<file path="src/rtl/wavelet_pkg.sv">
// Shared wavelet definitions: default sample width, saturation limits,
// synthesis FSM states and a default-width saturating add/subtract helper.
package wavelet_pkg;

  localparam int ADC_WIDTH_DEF = 14;

  localparam logic signed [ADC_WIDTH_DEF-1:0] SMAX = {1'b0, {(ADC_WIDTH_DEF-1){1'b1}}};
  localparam logic signed [ADC_WIDTH_DEF-1:0] SMIN = {1'b1, {(ADC_WIDTH_DEF-1){1'b0}}};

  typedef enum logic [1:0] {
    IDLE = 2'd0,
    EVEN = 2'd1,
    ODD  = 2'd2
  } idwt_state_t;

  // Returns {clipped, result}; one guard bit is enough for a single add/sub.
  function automatic logic [ADC_WIDTH_DEF:0] sat_add(
    input logic signed [ADC_WIDTH_DEF-1:0] a,
    input logic signed [ADC_WIDTH_DEF-1:0] b,
    input logic                            sub
  );
    logic signed [ADC_WIDTH_DEF:0] s;
    s = sub ? ({a[ADC_WIDTH_DEF-1], a} - {b[ADC_WIDTH_DEF-1], b})
            : ({a[ADC_WIDTH_DEF-1], a} + {b[ADC_WIDTH_DEF-1], b});
    if (s[ADC_WIDTH_DEF] != s[ADC_WIDTH_DEF-1])
      sat_add = {1'b1, (s[ADC_WIDTH_DEF] ? SMIN : SMAX)};
    else
      sat_add = {1'b0, s[ADC_WIDTH_DEF-1:0]};
  endfunction

endpackage

</file>
<file path="src/rtl/wav_sat_addsub.sv">
// Combinational saturating adder/subtractor (y = a +/- b clipped to W bits).
// With HAAR_IDWT_SAT_CNT_EN the clip indication is exported on 'clipped'.
module wav_sat_addsub #(
  parameter int W = 14
) (
  input  logic signed [W-1:0] a,
  input  logic signed [W-1:0] b,
  input  logic                sub,
`ifdef HAAR_IDWT_SAT_CNT_EN
  output logic                clipped,
`endif
  output logic signed [W-1:0] y
);

  function automatic logic [W:0] sat(input logic signed [W:0] s);
    if (s[W] != s[W-1])
      sat = s[W] ? {1'b1, 1'b1, {(W-1){1'b0}}} : {1'b1, 1'b0, {(W-1){1'b1}}};
    else
      sat = {1'b0, s[W-1:0]};
  endfunction

  logic signed [W:0] a_x;
  logic signed [W:0] b_x;
  logic signed [W:0] s;
  logic        [W:0] r;

  assign a_x = {a[W-1], a};
  assign b_x = {b[W-1], b};
  assign s   = sub ? (a_x - b_x) : (a_x + b_x);
  assign r   = sat(s);
  assign y   = r[W-1:0];
`ifdef HAAR_IDWT_SAT_CNT_EN
  assign clipped = r[W];
`endif

endmodule

</file>
<file path="src/rtl/haar_idwt_synth.sv">
// Single-level Haar inverse DWT: each (a,d) pair yields sat(a+d) then sat(a-d).
// HAAR_IDWT_SAT_CNT_EN adds sat_cnt/sat_flag clip monitoring outputs.
module haar_idwt_synth
  import wavelet_pkg::*;
#(
  parameter int ADC_WIDTH = ADC_WIDTH_DEF
) (
  input  logic                        clk,
  input  logic                        rstn,
  input  logic signed [ADC_WIDTH-1:0] approx_level,
  input  logic signed [ADC_WIDTH-1:0] detail_level,
  input  logic                        in_valid,
  output logic                        in_ready,
  output logic signed [ADC_WIDTH-1:0] recon_out,
  output logic                        out_valid,
`ifdef HAAR_IDWT_SAT_CNT_EN
  output logic [15:0]                 sat_cnt,
  output logic [0:0]                  sat_flag,
`endif
  input  logic                        out_ready
);

  idwt_state_t state;
  logic signed [ADC_WIDTH-1:0] a_q;
  logic signed [ADC_WIDTH-1:0] d_q;
  logic signed [ADC_WIDTH-1:0] op_a;
  logic signed [ADC_WIDTH-1:0] op_b;
  logic signed [ADC_WIDTH-1:0] res;
  logic accept;
  logic load;
  logic op_sub;

  assign in_ready = (state == IDLE) || ((state == ODD) && out_ready);
  assign accept   = in_valid && in_ready;
  assign load     = accept || ((state == EVEN) && out_ready);

  // One shared adder: fresh pair gives the even sample, held pair the odd one.
  assign op_sub = !accept;
  assign op_a   = accept ? approx_level : a_q;
  assign op_b   = accept ? detail_level : d_q;

`ifdef HAAR_IDWT_SAT_CNT_EN
  logic clip;

  wav_sat_addsub #(.W(ADC_WIDTH)) u_addsub (
    .a       (op_a),
    .b       (op_b),
    .sub     (op_sub),
    .clipped (clip),
    .y       (res)
  );

  always_ff @(posedge clk or negedge rstn) begin
    if (!rstn) begin
      sat_cnt  <= 16'd0;
      sat_flag <= 1'b0;
    end else if (load) begin
      sat_flag <= clip;
      if (clip && (sat_cnt != 16'hFFFF))
        sat_cnt <= sat_cnt + 16'd1;
    end
  end
`else
  wav_sat_addsub #(.W(ADC_WIDTH)) u_addsub (
    .a   (op_a),
    .b   (op_b),
    .sub (op_sub),
    .y   (res)
  );
`endif

  always_ff @(posedge clk or negedge rstn) begin
    if (!rstn) begin
      state     <= IDLE;
      a_q       <= '0;
      d_q       <= '0;
      recon_out <= '0;
      out_valid <= 1'b0;
    end else begin
      if (accept) begin
        a_q <= approx_level;
        d_q <= detail_level;
      end
      if (load)
        recon_out <= res;
      case (state)
        IDLE: if (in_valid) begin
          out_valid <= 1'b1;
          state     <= EVEN;
        end
        EVEN: if (out_ready) state <= ODD;
        ODD: if (out_ready) begin
          if (in_valid) begin
            state <= EVEN;
          end else begin
            out_valid <= 1'b0;
            state     <= IDLE;
          end
        end
        default: begin
          out_valid <= 1'b0;
          state     <= IDLE;
        end
      endcase
    end
  end

endmodule

</file>
<file path="config.mk">
export PLATFORM = sky130hd
export DESIGN_NAME = haar_idwt_synth
export DESIGN_NICKNAME = d
export VERILOG_FILES = /design/src/rtl/wavelet_pkg.sv /design/src/rtl/wav_sat_addsub.sv /design/src/rtl/haar_idwt_synth.sv
export SDC_FILE = /design/constraint.sdc
export NUM_CORES = 1
export LEC_CHECK = 0
export ABC_AREA = 0
export CORE_MARGIN = 1.5
export CORE_UTILIZATION = 55
export CTS_BUF_LIST = sky130_fd_sc_hd__clkbuf_4 sky130_fd_sc_hd__clkbuf_8
export DETAILED_ROUTE_END_ITERATION = 12
export HOLD_SLACK_MARGIN = 0.03
export PLACE_DENSITY = 0.82
export SLEW_MARGIN = 10
export SYNTH_ARGS = -nofsm -noshare
export SYNTH_HDL_FRONTEND = slang
export SYNTH_HIERARCHICAL = 1
export SYNTH_SLANG_ARGS = --single-unit
</file>
<file path="constraint.sdc">
create_clock -name clk -period 5.5 [get_ports clk]
set_clock_uncertainty 0.15 [all_clocks]
set_input_delay 1.1 -clock clk [delete_from_list [all_inputs] [get_ports clk]]
set_output_delay 1.1 -clock clk [all_outputs]
set_load 0.01 [all_outputs]
</file>
Word level (Yosys, flattened, before mapping)
Index checks and enable logic that the tools add are counted.
Widths: inputs -> output; s select.
{"block": "totals", "ff_bits": 45, "out_inout_bits": 16, "wordCells": 37}
{"block": "op_classes", "n_addsub": 2, "n_eq_ne": 7, "mux": 14, "bitwise_logic": 1, "n_reduce_logical": 8}
{"op": "$mux 14", "n": 4}
{"op": "$add 14x14->15", "n": 1}
{"op": "$mux 15", "n": 1}
{"op": "$sub 14x14->15", "n": 1}
{"op": "$ne 2x2->1 const B", "n": 4}
{"op": "$mux 2", "n": 3}
{"op": "$pmux 2 s3", "n": 1}
{"op": "$mux 1", "n": 4}
{"op": "$reduce_and 4->1", "n": 1}
{"op": "$logic_and 1x1->1", "n": 3}
{"op": "$pmux 1 s3", "n": 1}
{"op": "$reduce_and 3->1", "n": 1}
{"op": "$eq 2x1->1 const B", "n": 1}
{"op": "$eq 2x2->1 const B", "n": 1}
{"op": "$logic_not 2->1", "n": 1}
{"op": "$logic_or 1x1->1", "n": 2}
{"op": "$ne 1x1->1", "n": 1}
{"op": "$not 1->1", "n": 1}

Longest topological paths before layout
{"block": "logic_depth", "word_depth": 9, "depth_mapped": 22, "ltp_nobuf": 20}

By module
Netlist, hierarchy kept.
{"module": "haar_idwt_synth", "n_inst": 1, "cells_each": 107, "area_each_um2": 1756.7, "seq_area_each_um2": 1126.1}
{"module": "wav_sat_addsub", "n_inst": 1, "cells_each": 157, "area_each_um2": 1143.6, "seq_area_each_um2": 0.0}

Worst setup path before layout
Ideal clock, no wire load.
{"block": "synth_path", "kind": "input -> register", "from": "input out_ready", "to": "register recon_out[10]", "setup_time_ns": 0.125, "arrival_ns": 4.637, "required_time_ns": 5.225, "path_slack_ns": 0.589, "cell_stages": 20, "n_path_buf": 3, "cell_sequence": "nor2b_1 -> or2_1 -> buf_6 -> mux2_2 -> nor3_1 -> nor4b_1 -> a21o_1 -> o21ai_0 -> xnor2_1 -> ha_1 -> buf_2 -> a21oi_1 -> a21oi_1 -> nor2_1 -> a41oi_1 -> xnor2_2 -> nor2_2 -> buf_6 -> o21ai_2 -> mux2_2"}
{"block": "synth_via", "elab_chain_len": 8}
{"element": "from (decl)", "line": "haar_idwt_synth.sv:20", "text": "input logic out_ready"}
{"element": "$logic_and 1x1->1 (*)", "line": "haar_idwt_synth.sv:33", "text": "assign in_ready = (state == IDLE) || ((state == ODD) && out_ready);"}
{"element": "$logic_or 1x1->1 (*)", "line": "haar_idwt_synth.sv:33"}
{"element": "$logic_and 1x1->1 (*)", "line": "haar_idwt_synth.sv:34", "text": "assign accept = in_valid && in_ready;"}
{"element": "$mux 14 (*)"}
{"element": "named net op_b[2]", "line": "haar_idwt_synth.sv:27", "text": "logic signed [ADC_WIDTH-1:0] op_b;"}
{"element": "$sub 14x14->15 / $add 14x14->15 (equally long branches)", "line": "wav_sat_addsub.sv:29", "text": "assign s = sub ? (a_x - b_x) : (a_x + b_x);"}
{"element": "$mux 15 (*)", "line": "wav_sat_addsub.sv:29"}
{"element": "$mux 14 / $ne 1x1->1 (equally long branches)", "line": "wav_sat_addsub.sv:17, wav_sat_addsub.sv:16"}
{"element": "$mux 14 (*)", "line": "wav_sat_addsub.sv:16", "text": "if (s[W] != s[W-1])"}
{"element": "named net res[10]", "line": "haar_idwt_synth.sv:28", "text": "logic signed [ADC_WIDTH-1:0] res;"}
{"element": "to (signal assigned)", "line": "haar_idwt_synth.sv:85", "text": "recon_out <= res;"}
{"element": "to (decl)", "line": "haar_idwt_synth.sv:14", "text": "output logic signed [ADC_WIDTH-1:0] recon_out,"}
The timed path passes the listed nets; every way through them passes the cells marked *.
A chain may end at the register's enable or synchronous reset.

Final worst setup path
{"block": "layout_path", "from": "input out_ready", "to": "register recon_out[11]"}
Same word-level chain as after synthesis.

==> qor.yml <==
timing:
  finalHoldWorstSlack_ns: 0.353
  min_period_ns: 5.32
  tns_ns: 0
  relSlewSlack_pct: 33.9
  finalCritPeriodShare_pct: 96.7
  hold_viol: 0
  fmax_mhz: 188
  slew_viol_final: 0
  worstMarginPinSlew_ns: 0.991
  setup_violations: 0
yosys:
  syn_area_mm2: 0.00290
  synth_enable_flop_cells: 0
  synth-seq-cells: 45
  ys_async_sr_fraction_pct: 100
  synth_area_per_cell_um2: 11.0
  synthesis.instances: 264
  synth_fp_nets: 312
  ys_warn_count: 6
  ys_seq_area_share_pct: 38.8
  ys.flop_type: "dfrtp_1"
  synth.distinct_cells: 47
clock_network:
  cts_tree: "done"
  clk_pin_slew_ns: 0.08
  htree_levels: 2
  ctsHoldBuffers: 0
  cts_num_sinks: 45
  cts_root_buffer: "clkbuf_8"
  cts-buffers-inserted: 5
  clock_path_buffers: 2
  clock_latency_ns: 0.30
critical_path:
  cp_max_fo: 8
  critPathRequiredTime_ns: 5.54
  critPathCaptureType: "flop"
  crit_path_start_kind: "input pin"
  arrival_ns: 5.36
  path_class: "input pin to flop"
floorplanning:
  fp.dieH_um: 75.6
  core-area_mm2: 0.00511
  num_rows: 26
  io_pins: 48
  die_area_mm2: 0.00572
  initial_core_util_pct: 56.8
  fp.dieW_um: 75.6
drt:
  wl_met2_um: 3210
  met1_length_um: 2610
  vias_per_cell: 5.44
  wl_um: 6110
  drt_iter0_drc: 83
  drc_errors: 0
  routed.top_layer: "met4"
  drtAntennaViolNets: 0
  wl_per_cell_um: 14.5
  dr_total_vias: 2292
  drt_first_pass_iters: 5
  route.met3.wl_um: 229
global_route:
  antenna_found_initial: 0
  grt_pass1_vias: 2375
  grt_overflow: 0
  grt_pass1_wl_um: 10300
  grt_max_degree: 46
  grt.total_usage_pct: 23.4
cells_and_area:
  post-route-util_pct: 75.0
  diodes: 0
  finalNonFillerCells: 421
  nets: 398
  syn2layout_area_growth_pct: 32.1
  drive_gt1_share_pct: 34.5
  nFillCells: 368
place:
  io_buffer_count: 47
  dp_cells: 411
  dp_hpwl_um: 4670
  gp_congestion: 0.895
status:
  status: "finished, final reports clean"
job:
  cap_violations: 0
min_path:
  hold_path.class: "flop to flop"
final cells by class:
cell class	instances	area [um2]	area share, %
clock buffers	6	76.3	1.99
clock inverters	2	15.0	0.392
inverters	12	45.0	1.18
multi-input cells	199	1690	44.1
flip-flops and latches	45	1130	29.4
well taps	70	87.6	2.29
repair buffers	87	791	20.6
cells in the mapped netlist (2+ instances only):
cell / number / area [um2]
nor2b_1: 5 / 31.3
nand2b_1: 6 / 37.5
xor2_1: 7 / 61.3
ha_1: 15 / 188
buf_6: 4 / 45.0
nor2_1: 16 / 60.1
nand3_1: 3 / 15.0
xnor2_1: 15 / 131
mux2_2: 34 / 383
dfrtp_1: 45 / 1130
o211ai_1: 2 / 15.0
nand2_1: 8 / 30.0
inv_1: 12 / 45.0
buf_2: 2 / 10.0
o21ai_0: 13 / 65.1
nand4_1: 2 / 12.5
nor3_1: 3 / 15.0
a31oi_1: 2 / 12.5
o21ai_2: 10 / 87.6
mux2_4: 9 / 135
o21ai_1: 3 / 15.0
a21oi_2: 3 / 26.3
a21oi_1: 17 / 85.1
a41oi_1: 2 / 17.5
xnor2_2: 2 / 32.5
a21o_1: 3 / 22.5
critical path, stage by stage:
cell	delay, ns
clkdlybuf4s50_1	0.48
nor2b_2	0.17
or2_4	0.21
buf_4	0.20
mux2_2	0.37
buf_4	0.15
nor2b_2	0.12
and2_1	0.16
nand2_1	0.07
o21bai_1	0.21
o21ai_0	0.14
xnor2_1	0.17
ha_1	0.36
o21ai_0	0.14
a21oi_2	0.17
nor3b_1	0.07
a21oi_1	0.14
o2111ai_2	0.20
buf_4	0.18
maj3_2	0.28
mux2_2	0.26
registers in the layout (all words and copies together), names as in the netlist:
name,flops
recon_out,14
a_q,14
out_valid,1
state,2
d_q,14
per-stage QoR:
stage	cell area (um2)	setup slack (ns)
6_report	3830	0.184
5_1_grt	3830	-0.00777
4_1_cts	3790	0.105
3_5_place_dp	3700	-0.205
3_3_place_gp	3700	-0.0827
2_1_floorplan	2900	0.589
logic make-up (layout without fill, tap and decap cells):
family / Yosys count / count (layout) / share of synthesized area [%]
compound gates: 63 / 63 / 14.8
simple gates: 51 / 51 / 9.02
flops: 45 / 45 / 38.8
mux: 43 / 43 / 17.9
xor+xnor: 24 / 24 / 7.77
buf+inv: 20 / 107 / 3.84
fa+ha+maj: 18 / 18 / 7.89
routing by layer:
| layer | up-vias | track usage, % |
|---|---|---|
| met3 | 9 | 4.50 |
| met4 | 0 | 6.55 |
| met1 | 1115 | 27.0 |
| met5 | - | 0 |
| met2 | 55 | 44.0 |
| li1 | 1113 | - |
repair_timing:
action                                  CTS  global route
buffers inserted                          0             2
endpoints found under the setup margin    0            13
gates resized for setup                   0             8
worst paths after layout:
| check | from | to | slack [ns] | depth (start not counted) |
|---|---|---|---|---|
| min in group asynchronous | rstn | d_q[6] | 0.81 | 1 |
| hold reg to reg | a_q[10] | a_q[10] | 0.35 | 1 |
| setup / recovery | out_ready | recon_out[11] | 0.18 | 21 |
| max in group asynchronous | rstn | recon_out[6] | 3.78 | 1 |
| hold / removal | a_q[10] | a_q[10] | 0.35 | 1 |
| setup reg to reg | state[1] | recon_out[11] | 1.00 | 20 |
cells in the final DEF, fill, tap and decap left out, types with 10 or more instances in the layout:
cell             Yosys  routed
a21oi_1             17      15
buf_4                1      38
clkdlybuf4s50_1      0      46
dfrtp_1             45      45
ha_1                15      15
inv_1               12      12
mux2_2              34      34
nor2_1              16      16
o21ai_0             13      12
o21ai_2             10      10
xnor2_1             15      15
Power is not shown: default switching activity piles up to over one toggle a cycle in this logic, so the estimate is an artifact.
